===== src/rtl/fp_conv_pkg.sv =====
// Shared fp16 / fixed-point constants and types for the float_fixed_conversion group.
package fp_conv_pkg;

  localparam int unsigned FP16_EXP_W = 5;
  localparam int unsigned FP16_MAN_W = 10;
  localparam int unsigned FP16_BIAS  = 15;
  localparam int unsigned FIX_W      = 44;

  // Largest finite fp16 magnitude; used as the saturation value.
  localparam logic [14:0] FP16_MAX_FIN = 15'h7BFF;

  // Width of a leading-zero count over a FIX_W-bit word (0..FIX_W inclusive).
  localparam int unsigned LZ_W = $clog2(FIX_W + 1);

  typedef struct packed {
    logic                  sign;
    logic [FP16_EXP_W-1:0] exp;
    logic [FP16_MAN_W-1:0] man;
  } fp16_t;

endpackage


===== src/rtl/leading_zero_cnt.sv =====
// Combinational leading-zero counter; an all-zero input yields Width.
module leading_zero_cnt #(
  parameter int unsigned Width = 44,
  localparam int unsigned CntW = $clog2(Width + 1)
) (
  input  logic [Width-1:0] data_i,
  output logic [CntW-1:0]  cnt_o
);

  logic found;

  // Scan from the MSB down; the first set bit fixes the count.
  always_comb begin
    cnt_o = CntW'(Width);
    found = 1'b0;
    for (int i = Width - 1; i >= 0; i--) begin
      if (!found && data_i[i]) begin
        cnt_o = CntW'(Width - 1 - i);
        found = 1'b1;
      end
    end
  end

endmodule


===== src/rtl/fixed_to_float.sv =====
// 44-bit two's-complement fixed point to fp16, 3-stage valid/ready pipeline.
// Stages: S1 sign/magnitude, S2 leading-zero count, S3 normalise/round/pack.
// Build option FIX2FLT_RNE_EN: round-to-nearest-even; otherwise truncate toward zero.
module fixed_to_float
  import fp_conv_pkg::*;
#(
  parameter int unsigned FRAC_W = 24
) (
  input  logic             clk,
  input  logic             reset_n,
  input  logic             in_valid,
  output logic             in_ready,
  input  logic [FIX_W-1:0] fix_i,
  output logic             out_valid,
  input  logic             out_ready,
  output logic [15:0]      fp_o,
  output logic             ovf_o
);

  // Subnormal mantissa = mag * 2^(24-FRAC_W); taken from {mag, 20'b0} >> SUB_SH.
  localparam int unsigned SUB_SH      = FRAC_W - 4;
  // Biased exponent before rounding is E_OFS - lz (i.e. (43 - lz) - FRAC_W + 15).
  localparam logic [7:0]  E_OFS       = 8'(FIX_W - 1 + FP16_BIAS - FRAC_W);
`ifdef FIX2FLT_RNE_EN
  localparam logic [63:0]      SUB_STICKY  = (64'd1 << (SUB_SH - 1)) - 64'd1;
  localparam logic [FIX_W-1:0] NORM_STICKY = (44'd1 << (FIX_W - 12)) - 44'd1;
`endif

  logic             adv;
  logic             v1_q, v2_q, v3_q;
  logic             sign1_q, sign2_q;
  logic [FIX_W-1:0] mag1_d, mag1_q, mag2_q;
  logic [LZ_W-1:0]  lz2_d, lz2_q;
  logic             zero2_q;
  fp16_t            fp_d, fp_q;
  logic             ovf_d, ovf_q;

  logic signed [7:0] e_raw, e_fin;
  logic              is_norm;
  logic [9:0]        man_pre;
  logic [10:0]       man_rnd;
  logic              rnd_up;
  logic [63:0]       sub_ext;
`ifdef FIX2FLT_RNE_EN
  logic              guard, sticky;
`endif

  // Every stage advances together whenever the output slot is free or being drained.
  assign adv       = ~v3_q | out_ready;
  assign in_ready  = adv;
  assign out_valid = v3_q;
  assign fp_o      = fp_q;
  assign ovf_o     = ovf_q;

  // S1: magnitude as 44-bit unsigned, so -2^43 maps to 2^43 without wrapping.
  assign mag1_d = fix_i[FIX_W-1] ? (~fix_i + 44'd1) : fix_i;

  // S1 register.
  always_ff @(posedge clk) begin
    if (!reset_n) begin
      v1_q    <= 1'b0;
      sign1_q <= 1'b0;
      mag1_q  <= '0;
    end else if (adv) begin
      v1_q    <= in_valid;
      sign1_q <= fix_i[FIX_W-1];
      mag1_q  <= mag1_d;
    end
  end

  leading_zero_cnt #(
    .Width (FIX_W)
  ) u_lzc (
    .data_i (mag1_q),
    .cnt_o  (lz2_d)
  );

  // S2 register: magnitude, leading-zero count and zero flag.
  always_ff @(posedge clk) begin
    if (!reset_n) begin
      v2_q    <= 1'b0;
      sign2_q <= 1'b0;
      mag2_q  <= '0;
      lz2_q   <= '0;
      zero2_q <= 1'b0;
    end else if (adv) begin
      v2_q    <= v1_q;
      sign2_q <= sign1_q;
      mag2_q  <= mag1_q;
      lz2_q   <= lz2_d;
      zero2_q <= (mag1_q == '0);
    end
  end

  assign sub_ext = {mag2_q, 20'b0};

  // S3 combinational pack: normalise or denormalise, round, saturate.
  always_comb begin
    e_raw   = $signed(E_OFS - {2'b00, lz2_q});
    is_norm = (e_raw > 8'sd0);
    if (is_norm) begin
      // Leading one lands on bit 43 after the shift; mantissa is the next 10 bits.
      man_pre = 10'((mag2_q << lz2_q) >> (FIX_W - 11));
    end else begin
      man_pre = 10'(sub_ext >> SUB_SH);
    end
    rnd_up = 1'b0;
`ifdef FIX2FLT_RNE_EN
    if (is_norm) begin
      guard  = 1'((mag2_q << lz2_q) >> (FIX_W - 12));
      sticky = |((mag2_q << lz2_q) & NORM_STICKY);
    end else begin
      guard  = 1'(sub_ext >> (SUB_SH - 1));
      sticky = |(sub_ext & SUB_STICKY);
    end
    rnd_up = guard & (sticky | man_pre[0]);
`endif
    man_rnd = {1'b0, man_pre} + {10'b0, rnd_up};
    // A mantissa carry bumps the exponent; a subnormal carry becomes the smallest normal.
    e_fin   = (is_norm ? e_raw : 8'sd0) + $signed({7'b0, man_rnd[10]});

    fp_d.sign = sign2_q;
    fp_d.exp  = e_fin[4:0];
    fp_d.man  = man_rnd[9:0];
    ovf_d     = 1'b0;
    if (zero2_q) begin
      fp_d = '0;
    end else if (e_fin >= 8'sd31) begin
      fp_d  = {sign2_q, FP16_MAX_FIN};
      ovf_d = 1'b1;
    end
  end

  // S3 register drives the outputs; holds while the consumer stalls.
  always_ff @(posedge clk) begin
    if (!reset_n) begin
      v3_q  <= 1'b0;
      fp_q  <= '0;
      ovf_q <= 1'b0;
    end else if (adv) begin
      v3_q  <= v2_q;
      fp_q  <= fp_d;
      ovf_q <= ovf_d;
    end
  end

endmodule


===== config.mk =====
export PLATFORM = sky130hd
export DESIGN_NAME = fixed_to_float
export DESIGN_NICKNAME = d
export VERILOG_FILES = /design/src/rtl/fp_conv_pkg.sv /design/src/rtl/leading_zero_cnt.sv /design/src/rtl/fixed_to_float.sv
export SDC_FILE = /design/constraint.sdc
export NUM_CORES = 1
export LEC_CHECK = 0
export CAP_MARGIN = 5
export CORE_AREA = 3 3 117 119
export CTS_BUF_LIST = sky130_fd_sc_hd__clkbuf_2 sky130_fd_sc_hd__clkbuf_4 sky130_fd_sc_hd__clkbuf_8
export DETAILED_ROUTE_END_ITERATION = 8
export DIE_AREA = 0 0 120 122
export PLACE_DENSITY = 0.92
export SYNTH_ARGS = -nofsm -noshare
export SYNTH_HDL_FRONTEND = slang
export SYNTH_SLANG_ARGS = --single-unit
export TNS_END_PERCENT = 20

===== constraint.sdc =====
create_clock -name clk -period 2.95 [get_ports clk]
set_input_delay 0.59 -clock clk [delete_from_list [all_inputs] [get_ports clk]]
set_output_delay 0.59 -clock clk [all_outputs]
set_load 0.1 [all_outputs]

==> results of run 1 <==
## layout make-up
type / count / area [sq um]
inverter: 21 / 78.8
multi-input combinational: 743 / 5050
clock inverter: 15 / 148
timing repair buffer: 124 / 1110
clock buffer: 17 / 234
sequential: 116 / 2330
tap: 172 / 215
fill: 941 / 3500
## cells by family (layout without fill, tap and decap cells)
family,after synthesis,after routing,share of synthesized area (%)
AO/OA/AOI/OAI,275,275,22.8
XOR/XNOR,46,46,5.19
adder cells (fa/ha/maj),3,3,0.484
buffers and inverters,96,177,5.22
flip-flops,116,116,29.9
multiplexers,85,85,15.9
AND/OR/NAND/NOR,334,334,20.5
## sequential cells by signal (all words and copies together) (netlist names)
name,flops
v1_q,1
zero2_q,1
mag1_q,44
sign1_q,1
sign2_q,1
mag2_q,43
v2_q,1
lz2_q,6
out_valid,1
fp_o,16
ovf_o,1
## power by group
group	internal [W]	switching [W]
registers	0.00170	0.000207
clock network	0.000686	0.000757
logic	0.000548	0.000839
total	0.00294	0.00180
## Yosys cell counts (4+ instances only)
cell type and count:
nand2_1 160, dfxtp_1 116, a21oi_1 92, o21ai_0 60, mux2i_1 51, nor2_1 51, clkbuf_1 47, xor2_1 37
mux4_2 30, inv_1 19, nor3_1 17, o31ai_1 17, nor4_1 16, a211oi_1 15, buf_2 15, nand2b_1 14
nand3_1 14, nor2b_1 13, nand4_1 10, o22ai_1 10, buf_1 9, or4_1 9, xnor2_1 9, a22oi_1 7
o41ai_1 7, a31oi_1 6, a32oi_1 5, and2_1 5, o21bai_1 5, or3_1 5, mux2_2 4, o2111ai_1 4
## what timing repair did
item,CTS,global route
hold buffers,0,0
setup endpoints to repair,0,2
gates resized for setup,0,1
## worst paths after layout
path | start | depth (start not counted) | slack, ns | end
min reg2reg | sign1_q | 2 | 0.46 | sign1_q
max | lz2_q[1] | 7 | 0.27 | fp_o[7]
min | sign1_q | 2 | 0.46 | sign1_q
max reg2reg | lz2_q[1] | 7 | 0.27 | fp_o[7]
## routing by layer
metal,vias up,track usage (%)
li1,3673,-
met1,3611,40.2
met2,475,49.7
met3,90,6.08
met4,0,12.6
met5,-,0
## critical path, cell delays in order (launching register included)
cell,delay [ns]
dfxtp_2,0.69
buf_4,0.39
mux2i_1,0.33
mux4_2,0.30
nor3_1,0.05
a311oi_1,0.27
nor4b_1,0.41
o22ai_1,0.11
## cell usage in the layout, fill, tap and decap left out, types with 6 or more instances in the layout
cell,instances
o41ai_1,7
mux2i_1,51
a211oi_1,15
nor4_1,16
mux4_2,30
nand4_1,10
a21oi_1,92
inv_1,18
nor3_1,17
buf_4,72
a22oi_1,7
o22ai_1,10
clkdlybuf4s50_1,47
a31oi_1,6
or4_1,9
xnor2_1,9
clkbuf_8,17
nand2_1,160
nor2b_1,12
nand3_1,14
xor2_1,37
dfxtp_1,113
o31ai_1,17
o21ai_0,60
nand2b_1,14
nor2_1,51
## through the flow
| step | power (W) | hold slack [ns] |
|---|---|---|
| 2_1_floorplan | 0.00287 | 0.431 |
| 3_3_place_gp | 0.00325 | 0.440 |
| 3_5_place_dp | 0.00329 | 0.446 |
| 4_1_cts | 0.00470 | 0.456 |
| 5_1_grt | 0.00492 | 0.471 |
| 6_report | 0.00474 | 0.457 |
==> out/metrics.cfg, run 1 <==
[finish]
design_area_sq_um = 9170
syn2layout_area_growth_pct = 18.1
post-route-util_pct = 72.3
fin_nets = 1074
drive_gt1_share_pct = 15.8
diodes = 0
finalNonFillerCells = 1208

[synth]
synth_edf_count = 0
synth.avg_cell_area_sq_um = 8.13
synth-warning-count = 0
yosysUniqueCellTypes = 76
synthCells = 955
yosys_most_used_dff = dfxtp_1
synthTopCellsByArea = dfxtp_1 30%, mux4_2 8.7%, nand2_1 7.7%
seq_area_frac_synth_pct = 29.9
synth_top_area_share_pct = 29.9
synth_fp_nets = 1006
yosysTopAreaCell = dfxtp_1
synth_seq_cells = 116
async_flop_share_pct = 0
synth_area_sq_um = 7760

[die]
core_sq_um = 12700
fp.dieArea_sq_um = 14600
die_x_um = 120
fp.dieH_um = 122
initial_core_util_pct = 61.3
io_pins = 67
rows = 41

[sta]
fmax_ghz = 0.373
drv_slew = 0
rsz0062_at_grt = no
fin_tns_setup_ns = 0
period_needed_ns = 2.68
worst_pin_slew_ns = 0.750
hold_viol = 0
fin_ws_ns = 0.267
finalClockSkew_ns = 0.0151
setup_viol = 0
finalCritPeriodShare_pct = 90.9
slew_headroom_pct = 50.0

[cts]
post_cts_buffers = 0
insertion_delay_ns = 0.46
htreeDepth = 4
cts_sinks = 116
cts_buffer_depth = 2
cts_tree = done
cts-buffers-inserted = 17
clk_pin_slew_ns = 0.08
root_buffer = clkbuf_8

[global_route]
grt_max_degree = 79
grt_overflow = 0
grt_pass1_wl_um = 36500
grt_pass1_vias = 7364
antenna_found_initial = 0
grt_util_all_layers_pct = 30.6

[power_and_ir_drop]
p_leak_nw = 3.27
ir_drop_mv = 0.315
powerDensity_nw_per_um2 = 517

[critical_path]
crit_arrival_ns = 3.01
end_kind = flip-flop
startpoint_type = flip-flop
crit_fanout = 21
crit_type = flip-flop to flip-flop
worstPathRequired_ns = 3.28

[routing]
wl_um = 22500
firstDrtPassIters = 6
drt-initial-drc-count = 960
top_layer_used = met4
met1_length_um = 9100
wl_met2_um = 10500
wl_met3_um = 2020
vias_per_cell = 6.50
wl_per_cell_um = 18.6
drc_errors = 0
ant_nets = 0
vias = 7849

[placed_design]
place.gp.congestion = 0.943
dp_cells = 1176
buffer_ports.inserted = 66
dp_hpwl_um = 16300
detailedPlace.worstSlack_ns = -0.179
dpl_cell_area_sq_um = 8770

[worst_hold_path]
hp-class = flip-flop to flip-flop

[outcome]
status = finished clean

[run]
cap_violations = 0

(Power assumes the default switching activity.)
==> run 2, diff against run 1 <==
--- a/config.mk
+++ b/config.mk
@@ -7,7 +7,7 @@
 export LEC_CHECK = 0
 export CAP_MARGIN = 5
 export CORE_AREA = 3 3 117 119
-export CTS_BUF_LIST = sky130_fd_sc_hd__clkbuf_2 sky130_fd_sc_hd__clkbuf_4 sky130_fd_sc_hd__clkbuf_8
+export CTS_BUF_LIST = sky130_fd_sc_hd__clkbuf_4
 export DETAILED_ROUTE_END_ITERATION = 8
 export DIE_AREA = 0 0 120 122
 export PLACE_DENSITY = 0.92
==> run 2 against run 1 <==
Effect of this change:
- die area unchanged
- register-to-register slack got worse by 0.02 ns
- sequential share of layout area rose by 0.29 points
- routed wire length is 1.5% lower
- power decreased by 6.3%
==> out/metrics.cfg, run 2 (synthesis gave the netlist of run 1 again) <==
[cts]
htreeDepth = 4  ; unchanged
cts-buffers-inserted = 17  ; unchanged
cts_sinks = 116  ; unchanged
clk_pin_slew_ns = 0.12  ; +0.04 ns
cts_tree = done
root_buffer = clkbuf_4
insertion_delay_ns = 0.55  ; +0.09 ns
post_cts_buffers = 0  ; unchanged
cts_buffer_depth = 2  ; unchanged

[power_and_ir_drop]
p_int_w = 0.00269  ; -8.4%
p_leak_nw = 3.23  ; -1.3%
clkPwrFrac_pct = 25.9  ; -4.5 points
ir_drop_mv = 0.228  ; -28%
switching_share_pct = 39.4  ; +1.4 points
powerDensity_nw_per_um2 = 490  ; -5.2%
p_comb_share_pct = 31.2  ; +1.9 points
p_seq_share_pct = 42.9  ; +2.6 points
p_switching_w = 0.00175  ; -2.9%

[routing]
ant_nets = 0  ; unchanged
drc_errors = 0  ; unchanged
drt-initial-drc-count = 870  ; -9.4%
wl_um = 22200  ; -1.5%
wl_per_cell_um = 18.3  ; -1.6%
vias = 7800  ; -0.62%
vias_per_cell = 6.45  ; -0.71%
firstDrtPassIters = 8  ; +2

[die]
initial_core_util_pct = 61.3  ; unchanged
fp.dieH_um = 122  ; unchanged
rows = 41  ; unchanged
die_x_um = 120  ; unchanged
fp.dieArea_sq_um = 14600  ; unchanged
io_pins = 67  ; unchanged
core_sq_um = 12700  ; unchanged

[placed_design]
dp_hpwl_um = 16300  ; unchanged
dpl_cell_area_sq_um = 8770  ; unchanged
place.gp.congestion = 0.943  ; unchanged
dp_cells = 1176  ; unchanged
detailedPlace.worstSlack_ns = -0.179  ; unchanged
buffer_ports.inserted = 66  ; unchanged

[sta]
fmax_ghz = 0.370  ; -0.72%
hold_viol = 0  ; unchanged
finalCritPeriodShare_pct = 91.6  ; +0.66 points
finalClockSkew_ns = 0.0220  ; +0.00681 ns
drv_slew = 0  ; unchanged
whs_ns = 0.464  ; +0.00693 ns
setup_viol = 0  ; unchanged
worst_pin_slew_ns = 0.723  ; -0.0266 ns
slew_headroom_pct = 51.7  ; +1.8 points
period_needed_ns = 2.70  ; +0.0195 ns
fin_ws_ns = 0.248  ; -0.0195 ns

[critical_path]
end_kind = flip-flop
crit_arrival_ns = 3.18  ; +0.17 ns
crit_path_start = lz2_q[1]
worstPathRequired_ns = 3.42  ; +0.14 ns
startpoint_type = flip-flop
r2r_setup_slack_ns = 0.25  ; -0.02 ns
crit_fanout = 21  ; unchanged
reg2reg_from = lz2_q[1]
crit_type = flip-flop to flip-flop

[run]
cap_violations = 0  ; unchanged

[finish]
finalNonFillerCells = 1209  ; +0.083%
design_area_sq_um = 9060  ; -1.1%
nFillCells = 963  ; +2.3%
fin_nets = 1074  ; unchanged
post-route-util_pct = 71.5  ; -0.82 points
layout_common_cells = 160 x nand2_1, 113 x dfxtp_1, 92 x a21oi_1
top_register = mag1_q
syn2layout_area_growth_pct = 16.7
largest_register_ffs = 44  ; unchanged
drive_gt1_share_pct = 15.8  ; unchanged
final_common_cell = nand2_1

[global_route]
grt_pass1_wl_um = 36300  ; -0.55%
grt_pass1_vias = 7399  ; +0.48%
grt_overflow = 0  ; unchanged
antenna_found_initial = 0  ; unchanged
grt_util_all_layers_pct = 30.6  ; -0.034 points
grt_max_degree = 79  ; unchanged

[outcome]
status = finished clean

[worst_hold_path]
min_from = v2_q
hp-class = flip-flop to flip-flop

==> run 2: power groups by stage <==
| stage | registers (W) | clock network [W] | logic [W] |
|---|---|---|---|
| final | 0.00190 | 0.00115 | 0.00138 |
| after global routing | 0.00192 | 0.00122 | 0.00148 |
| after CTS | 0.00190 | 0.00115 | 0.00136 |
| after detailed placement | 0.00193 | 0 | 0.00136 |
| after global placement | 0.00192 | 0 | 0.00133 |
| after floorplan | 0.00212 | 0 | 0.000753 |
==> run 2: worst max-delay path, cell delays in order (launching register included) <==
cell,delay (ns)
dfxtp_2,0.69
ha_1,0.42
nor2b_1,0.24
o2111ai_1,0.24
a311oi_4,0.60
a21oi_1,0.08
o21ai_0,0.22
o21bai_1,0.15
==> run 2: repair_timing <==
item                                    in CTS  in global routing
resized for setup                            0                  1
hold buffers                                 0                  0
endpoints found under the setup margin       0                  1
==> run 2: final timing paths <==
path              depth (start not counted)      end
setup / recovery                          7  fp_o[9]
hold / removal                            2     v2_q
setup reg to reg                          7  fp_o[9]
hold reg to reg                           2     v2_q
==> run 2: layer usage <==
layer	GRT usage, %	up-vias	routed length (um)
met5	0	-	0
met4	16.2	0	910
met3	5.48	85	1860
met1	39.8	3590	9110
met2	48.6	442	10300
li1	-	3683	-
==> run 2: cell type report <==
| type | count | area [sq um] | share of cell area [%] |
|---|---|---|---|
| repair buffers | 124 | 1110 | 12.3 |
| flip-flops and latches | 116 | 2330 | 25.7 |
| well taps | 172 | 215 | 2.37 |
| diodes | 1 | 2.50 | 0.0276 |
| multi-input cells | 743 | 5050 | 55.8 |
| clock buffers | 17 | 128 | 1.41 |
| clock inverters | 15 | 148 | 1.63 |
| inverters | 21 | 78.8 | 0.870 |
==> run 2: per-stage QoR <==
step           TNS [ns]  power (W)
2_1_floorplan         0    0.00287
3_3_place_gp     -0.229    0.00325
3_5_place_dp     -0.912    0.00329
4_1_cts               0    0.00441
5_1_grt         -0.0371    0.00463
6_report              0    0.00444
==> run 3, diff against run 2 <==
--- a/config.mk
+++ b/config.mk
@@ -11,6 +11,7 @@
 export DETAILED_ROUTE_END_ITERATION = 8
 export DIE_AREA = 0 0 120 122
 export PLACE_DENSITY = 0.92
+export SLEW_MARGIN = 30
 export SYNTH_ARGS = -nofsm -noshare
 export SYNTH_HDL_FRONTEND = slang
 export SYNTH_SLANG_ARGS = --single-unit
==> results of run 3 <==
No change in the layout: final DEF, timing and power equal those of run 2.
